$ cat src/rtl/uart_pkg.sv
// Shared UART definitions: state encodings, parity codes, default link settings
// and the clocks-per-bit derivation used by both the transmitter and receiver.
package uart_pkg;

    localparam int DEFAULT_CLK_FREQ = 50_000_000;
    localparam int DEFAULT_BAUDRATE = 115_200;

    localparam logic [1:0] PARITY_NONE = 2'd0;
    localparam logic [1:0] PARITY_ODD  = 2'd1;
    localparam logic [1:0] PARITY_EVEN = 2'd2;

    typedef enum logic [2:0] {
        TX_IDLE,
        TX_START,
        TX_DATA,
        TX_PARITY,
        TX_STOP
    } tx_state_t;

    typedef enum logic [2:0] {
        RX_IDLE,
        RX_START,
        RX_DATA,
        RX_PARITY,
        RX_STOP
    } rx_state_t;

    function automatic int calc_cpb(input int clk_freq, input int baudrate);
        return clk_freq / baudrate;
    endfunction

    // Parity bit for a byte; code 3 falls through to "no parity" (bit unused).
    function automatic logic parity_bit(input logic [7:0] data, input logic [1:0] ptype);
        logic result;
        case (ptype)
            PARITY_ODD:  result = ~^data;
            PARITY_EVEN: result = ^data;
            default:     result = 1'b0;
        endcase
        return result;
    endfunction

endpackage

$ cat src/rtl/uart_baud_counter.sv
// Bit-period timer: counts 0..CPB-1, ticks bit_end on the last cycle of a bit
// and bit_pre_end one cycle earlier so callers can register end-of-bit outputs.
module uart_baud_counter #(
    parameter int CPB = 434
) (
    input  logic clk,
    input  logic rst,
    input  logic restart,
    output logic bit_end,
    output logic bit_pre_end
);

    localparam int CW = (CPB > 1) ? $clog2(CPB) : 1;

    logic [CW-1:0] count_reg;

    always_ff @(posedge clk or posedge rst) begin
        if (rst) begin
            count_reg <= '0;
        end else if (restart || bit_end) begin
            count_reg <= '0;
        end else begin
            count_reg <= count_reg + 1'b1;
        end
    end

    assign bit_end     = (count_reg == CW'(CPB - 1));
    assign bit_pre_end = (count_reg == CW'(CPB - 2));

endmodule

$ cat src/rtl/uart_transmitter.sv
// UART transmitter: start bit, 8 data bits LSB first, optional odd/even parity,
// one stop bit. All outputs are registered; frame settings latch at acceptance.
module uart_transmitter
    import uart_pkg::*;
#(
    parameter int CLK_FREQ = DEFAULT_CLK_FREQ,
    parameter int BAUDRATE = DEFAULT_BAUDRATE
) (
    input  logic       clk,
    input  logic       rst,
    input  logic       tx_valid,
    input  logic [7:0] tx_data,
    input  logic [1:0] parity_type,
    output logic       tx_ready,
    output logic       tx_done,
    output logic       serial_data_out
);

    localparam int CPB = calc_cpb(CLK_FREQ, BAUDRATE);

    tx_state_t  state_reg, state_next;
    logic [7:0] shift_reg, shift_next;
    logic [2:0] idx_reg, idx_next;
    logic [1:0] ptype_reg, ptype_next;
    logic       parity_reg, parity_next;
    logic       serial_reg, serial_next;
    logic       ready_reg, ready_next;
    logic       done_reg, done_next;
    logic       bit_end, bit_pre_end, baud_restart;

    // Holding the timer at zero while idle aligns bit periods to the start edge.
    assign baud_restart = (state_reg == TX_IDLE);

    uart_baud_counter #(
        .CPB(CPB)
    ) u_baud (
        .clk        (clk),
        .rst        (rst),
        .restart    (baud_restart),
        .bit_end    (bit_end),
        .bit_pre_end(bit_pre_end)
    );

    always_ff @(posedge clk or posedge rst) begin
        if (rst) begin
            state_reg  <= TX_IDLE;
            shift_reg  <= '0;
            idx_reg    <= '0;
            ptype_reg  <= PARITY_NONE;
            parity_reg <= 1'b0;
            serial_reg <= 1'b1;
            ready_reg  <= 1'b1;
            done_reg   <= 1'b0;
        end else begin
            state_reg  <= state_next;
            shift_reg  <= shift_next;
            idx_reg    <= idx_next;
            ptype_reg  <= ptype_next;
            parity_reg <= parity_next;
            serial_reg <= serial_next;
            ready_reg  <= ready_next;
            done_reg   <= done_next;
        end
    end

    always_comb begin
        state_next  = state_reg;
        shift_next  = shift_reg;
        idx_next    = idx_reg;
        ptype_next  = ptype_reg;
        parity_next = parity_reg;
        case (state_reg)
            TX_IDLE: begin
                if (tx_valid && ready_reg) begin
                    shift_next  = tx_data;
                    ptype_next  = parity_type;
                    parity_next = parity_bit(tx_data, parity_type);
                    idx_next    = '0;
                    state_next  = TX_START;
                end
            end
            TX_START: begin
                if (bit_end) begin
                    idx_next   = '0;
                    state_next = TX_DATA;
                end
            end
            TX_DATA: begin
                if (bit_end) begin
                    shift_next = {1'b0, shift_reg[7:1]};
                    idx_next   = idx_reg + 3'd1;
                    if (idx_reg == 3'd7) begin
                        state_next = (ptype_reg == PARITY_ODD || ptype_reg == PARITY_EVEN)
                                     ? TX_PARITY : TX_STOP;
                    end
                end
            end
            TX_PARITY: begin
                if (bit_end) begin
                    state_next = TX_STOP;
                end
            end
            TX_STOP: begin
                if (bit_end) begin
                    state_next = TX_IDLE;
                end
            end
            default: state_next = TX_IDLE;
        endcase
    end

    // Outputs are computed from the upcoming state so the registers change on the same edge.
    always_comb begin
        serial_next = 1'b1;
        case (state_next)
            TX_START:  serial_next = 1'b0;
            TX_DATA:   serial_next = shift_next[0];
            TX_PARITY: serial_next = parity_reg;
            default:   serial_next = 1'b1;
        endcase
        ready_next = (state_next == TX_IDLE);
        done_next  = (state_reg == TX_STOP) && bit_pre_end;
    end

    assign serial_data_out = serial_reg;
    assign tx_ready        = ready_reg;
    assign tx_done         = done_reg;

endmodule

$ cat config.mk
export PLATFORM = sky130hd
export DESIGN_NAME = uart_transmitter
export DESIGN_NICKNAME = d
export VERILOG_FILES = /design/src/rtl/uart_pkg.sv /design/src/rtl/uart_baud_counter.sv /design/src/rtl/uart_transmitter.sv
export SDC_FILE = /design/constraint.sdc
export NUM_CORES = 1
export LEC_CHECK = 0
export ABC_CLOCK_PERIOD_IN_PS = 4990
export BUFFER_PORTS_ARGS = -buffer_cell sky130_fd_sc_hd__buf_2
export CORE_MARGIN = 1
export CORE_UTILIZATION = 58
export DETAILED_ROUTE_END_ITERATION = 10
export HOLD_SLACK_MARGIN = 0.02
export PLACE_DENSITY = 0.89
export SLEW_MARGIN = 20
export SYNTH_ARGS = -nofsm -noshare
export SYNTH_HDL_FRONTEND = slang
export SYNTH_SLANG_ARGS = --single-unit
$ cat constraint.sdc
create_clock -name clk -period 4.99 [get_ports clk]
set_input_delay 1.2475 -clock clk [delete_from_list [all_inputs] [get_ports clk]]
set_output_delay 1.2475 -clock clk [all_outputs]
set_load 0.02 [all_outputs]
==> impl_metrics.py <==
metrics = {
    "power_and_ir_drop": {
        "p_seq_share_pct": 54.6,
        "clkPwrFrac_pct": 24.2,
        "power_density_nw_per_um2": 370,
        "leakagePower_nw": 0.760,
        "comb_power_share_pct": 21.2,
        "internal_power_uw": 421,
        "p_sw_share_pct": 30.3,
        "power_switching_uw": 183,
        "ir_drop_uv": 270,
    },
    "setup_path": {
        "timing.rr.end": "serial_data_out",
        "path_buf_inv": 1,
        "cp_slowest_cell": "nor4_4",
        "worstSetupPathType": "in -> reg",
        "r2r_cells": 7,
        "max_stage_delay_ns": 0.67,
        "timing.rr.start": "u_baud.count_reg[1]",
        "required_ns": 5.25,
        "cp-end-kind": "register",
        "critical-path-top-delay-family": "simple AND/OR/NAND/NOR gates",
        "critPathMaxFanout": 17,
        "reg2reg_setup_slack_ns": 2.63,
        "start_kind": "input port",
        "crit_arrival_ns": 2.76,
        "crit_path_cell_trace": "buf_2 -> nand2_1 -> nor4_4 -> a211oi_1 -> nor3_1 -> mux2i_1",
    },
    "timing": {
        "fmax_ghz": 0.399,
        "hold_viol_final": 0,
        "period_share_pct": 50.2,
        "tns_ns": 0,
        "setup_viol": 0,
        "rsz0062_at_grt": "no",
        "final_max_slew_viol_count": 0,
        "worst_pin_slew_ns": 1.00,
        "whs_ns": 0.486,
        "period_needed_ns": 2.51,
        "finClkSkew_ns": 0.0155,
        "slew_headroom_pct": 32.5,
    },
    "place": {
        "io_buffers": 15,
        "dp_hpwl_mm": 1.88,
        "place_inst": 181,
        "place.gp.congestion": 0.759,
    },
    "run_status": {
        "status": "complete, no violations",
    },
    "yosys": {
        "syn-mean-instance-area_um2": 10.3,
        "synthFlopType": "dfrtp_1",
        "synthesis.area_um2": 1490,
        "netlist_instances": 144,
        "syn_nets": 162,
        "ys_ff_latch": 29,
        "synth_edf_count": 0,
        "ys_types": 35,
        "synthArstFlopShare_pct": 100,
        "ys_seq_area_share_pct": 49.0,
        "yosysWarningCount": 0,
    },
    "worst_hold_path": {
        "hold_path.class": "reg -> reg",
        "whs_endpoint": "shift_reg[3]",
        "hold_depth": 2,
        "hp-start": "shift_reg[3]",
    },
    "grt": {
        "grt_max_degree": 30,
        "track_usage_pct": 22.9,
        "grt-ovfl-total": 0,
        "first_global_vias": 1040,
        "grt_first_pass_wirelength_mm": 4.31,
        "antenna_found_initial": 0,
    },
    "finish": {
        "multiInputGateArea_um2": 708,
        "layout_common_cells": "dfrtp_1, nor2_1, nand2_1, buf_2, xnor2_1",
        "fin_util_pct": 70.4,
        "antenna_cells": 0,
        "final_cells": 189,
        "layout_commonest_cell": "dfrtp_1",
        "nets": 178,
        "regArea_um2": 728,
        "syn2layout_area_growth_pct": 9.76,
        "drive_gt1_share_pct": 20.5,
        "largest_register_ffs": 9,
        "fillers": 176,
    },
    "clock_network": {
        "cts_buffers": 5,
        "clk_pin_slew_ns": 0.09,
        "cts_tree": "done",
        "cts_root_buf": "clkbuf_4",
        "clk_latency_ns": 0.33,
        "cts_setup_buffers": 0,
        "cts_sinks": 29,
        "h-tree-depth": 2,
        "ctsLongestPathBuffers": 2,
        "cts_resized": 0,
        "cts_hold_buf": 0,
    },
    "flow_run": {
        "cap_violations": 0,
    },
    "drt": {
        "first_pass_iters": 4,
        "routed_wl_mm": 2.56,
        "vias": 1069,
        "drc": 0,
        "drt_iter0_drc": 17,
        "vias_per_cell": 5.66,
        "ant_nets": 0,
        "wl_per_cell_um": 13.5,
    },
    "floorplanning": {
        "start_util_pct": 64.1,
        "die-height_um": 52.6,
        "io_pins": 16,
        "coreArea_um2": 2320,
        "die_area_um2": 2770,
        "die_x_um": 52.6,
        "rows": 17,
    },
}
==> layer usage <==
layer  wire length (um)  up-vias  track usage, %
met5                  0        -               0
li1                   -      526               -
met3                129        6            9.57
met2               1250       22            36.1
met4                 62        0            12.7
met1               1110      515            26.0
==> cell usage after synthesis, types with 3 or more instances <==
| cell type | instances | area share, % |
|---|---|---|
| inv_1 | 7 | 1.8 |
| xor2_1 | 3 | 1.8 |
| a22oi_1 | 7 | 3.5 |
| nand3_1 | 4 | 1.3 |
| xnor2_1 | 13 | 7.7 |
| nand2_1 | 18 | 4.5 |
| a21oi_1 | 3 | 1.0 |
| nor2_1 | 19 | 4.8 |
| dfrtp_1 | 27 | 45 |
| buf_2 | 5 | 1.7 |
| mux2_2 | 3 | 2.3 |
| ha_1 | 5 | 4.2 |
==> power by group through the flow <==
| stage | clock network (mW) | logic (mW) | registers, mW |
|---|---|---|---|
| after floorplan | 0 | 0.102 | 0.324 |
| after global placement | 0 | 0.121 | 0.330 |
| after detailed placement | 0 | 0.129 | 0.334 |
| after CTS | 0.150 | 0.130 | 0.329 |
| after global routing | 0.162 | 0.148 | 0.336 |
| final | 0.146 | 0.128 | 0.330 |
==> how the worst max path moves through the flow <==
stage	end	start	cells past startpoint
2_1_floorplan	serial_data_out	tx_valid	5
3_3_place_gp	serial_data_out	tx_valid	6
3_5_place_dp	serial_data_out	tx_valid	6
4_1_cts	serial_data_out	tx_valid	6
5_1_grt	serial_data_out	tx_valid	6
6_report	serial_data_out	tx_valid	6
==> stage by stage <==
step                      total power, mW  setup WS [ns]  instance area (um^2)
after CTS                           0.610           2.50                  1630
after global routing                0.646           2.37                  1630
after floorplan                     0.426           2.75                  1490
after global placement              0.451           2.27                  1570
final                               0.604           2.48                  1630
after detailed placement            0.462           2.15                  1570
==> area by class of cell <==
type / instances / area share [%]
clock buffer: 8 / 3.60
inverter: 7 / 1.61
multi-input combinational: 102 / 43.4
sequential: 29 / 44.6
tap: 28 / 2.15
timing repair buffer: 15 / 4.60
==> worst register-to-register path, stage by stage (launching register included) <==
cell and delay (ns):
dfrtp_1 0.42, inv_1 0.09, ha_1 0.14, nand4b_1 0.17, nor4_2 0.87, a22oi_1 0.19, and3_1 0.27, mux2i_1 0.14
==> cell families after synthesis <==
| kind of cell | count (synthesis) | synth area share (%) |
|---|---|---|
| DFF | 29 | 49.0 |
| buffers and inverters | 13 | 3.70 |
| muxes | 5 | 3.62 |
| AOI/OAI and AO/OA | 20 | 10.0 |
| and+or+nand+nor | 56 | 20.0 |
| adders and majority gates | 5 | 4.21 |
| xor gates and xnor gates | 16 | 9.43 |
Note: power is estimated with default switching activity, not from simulation.
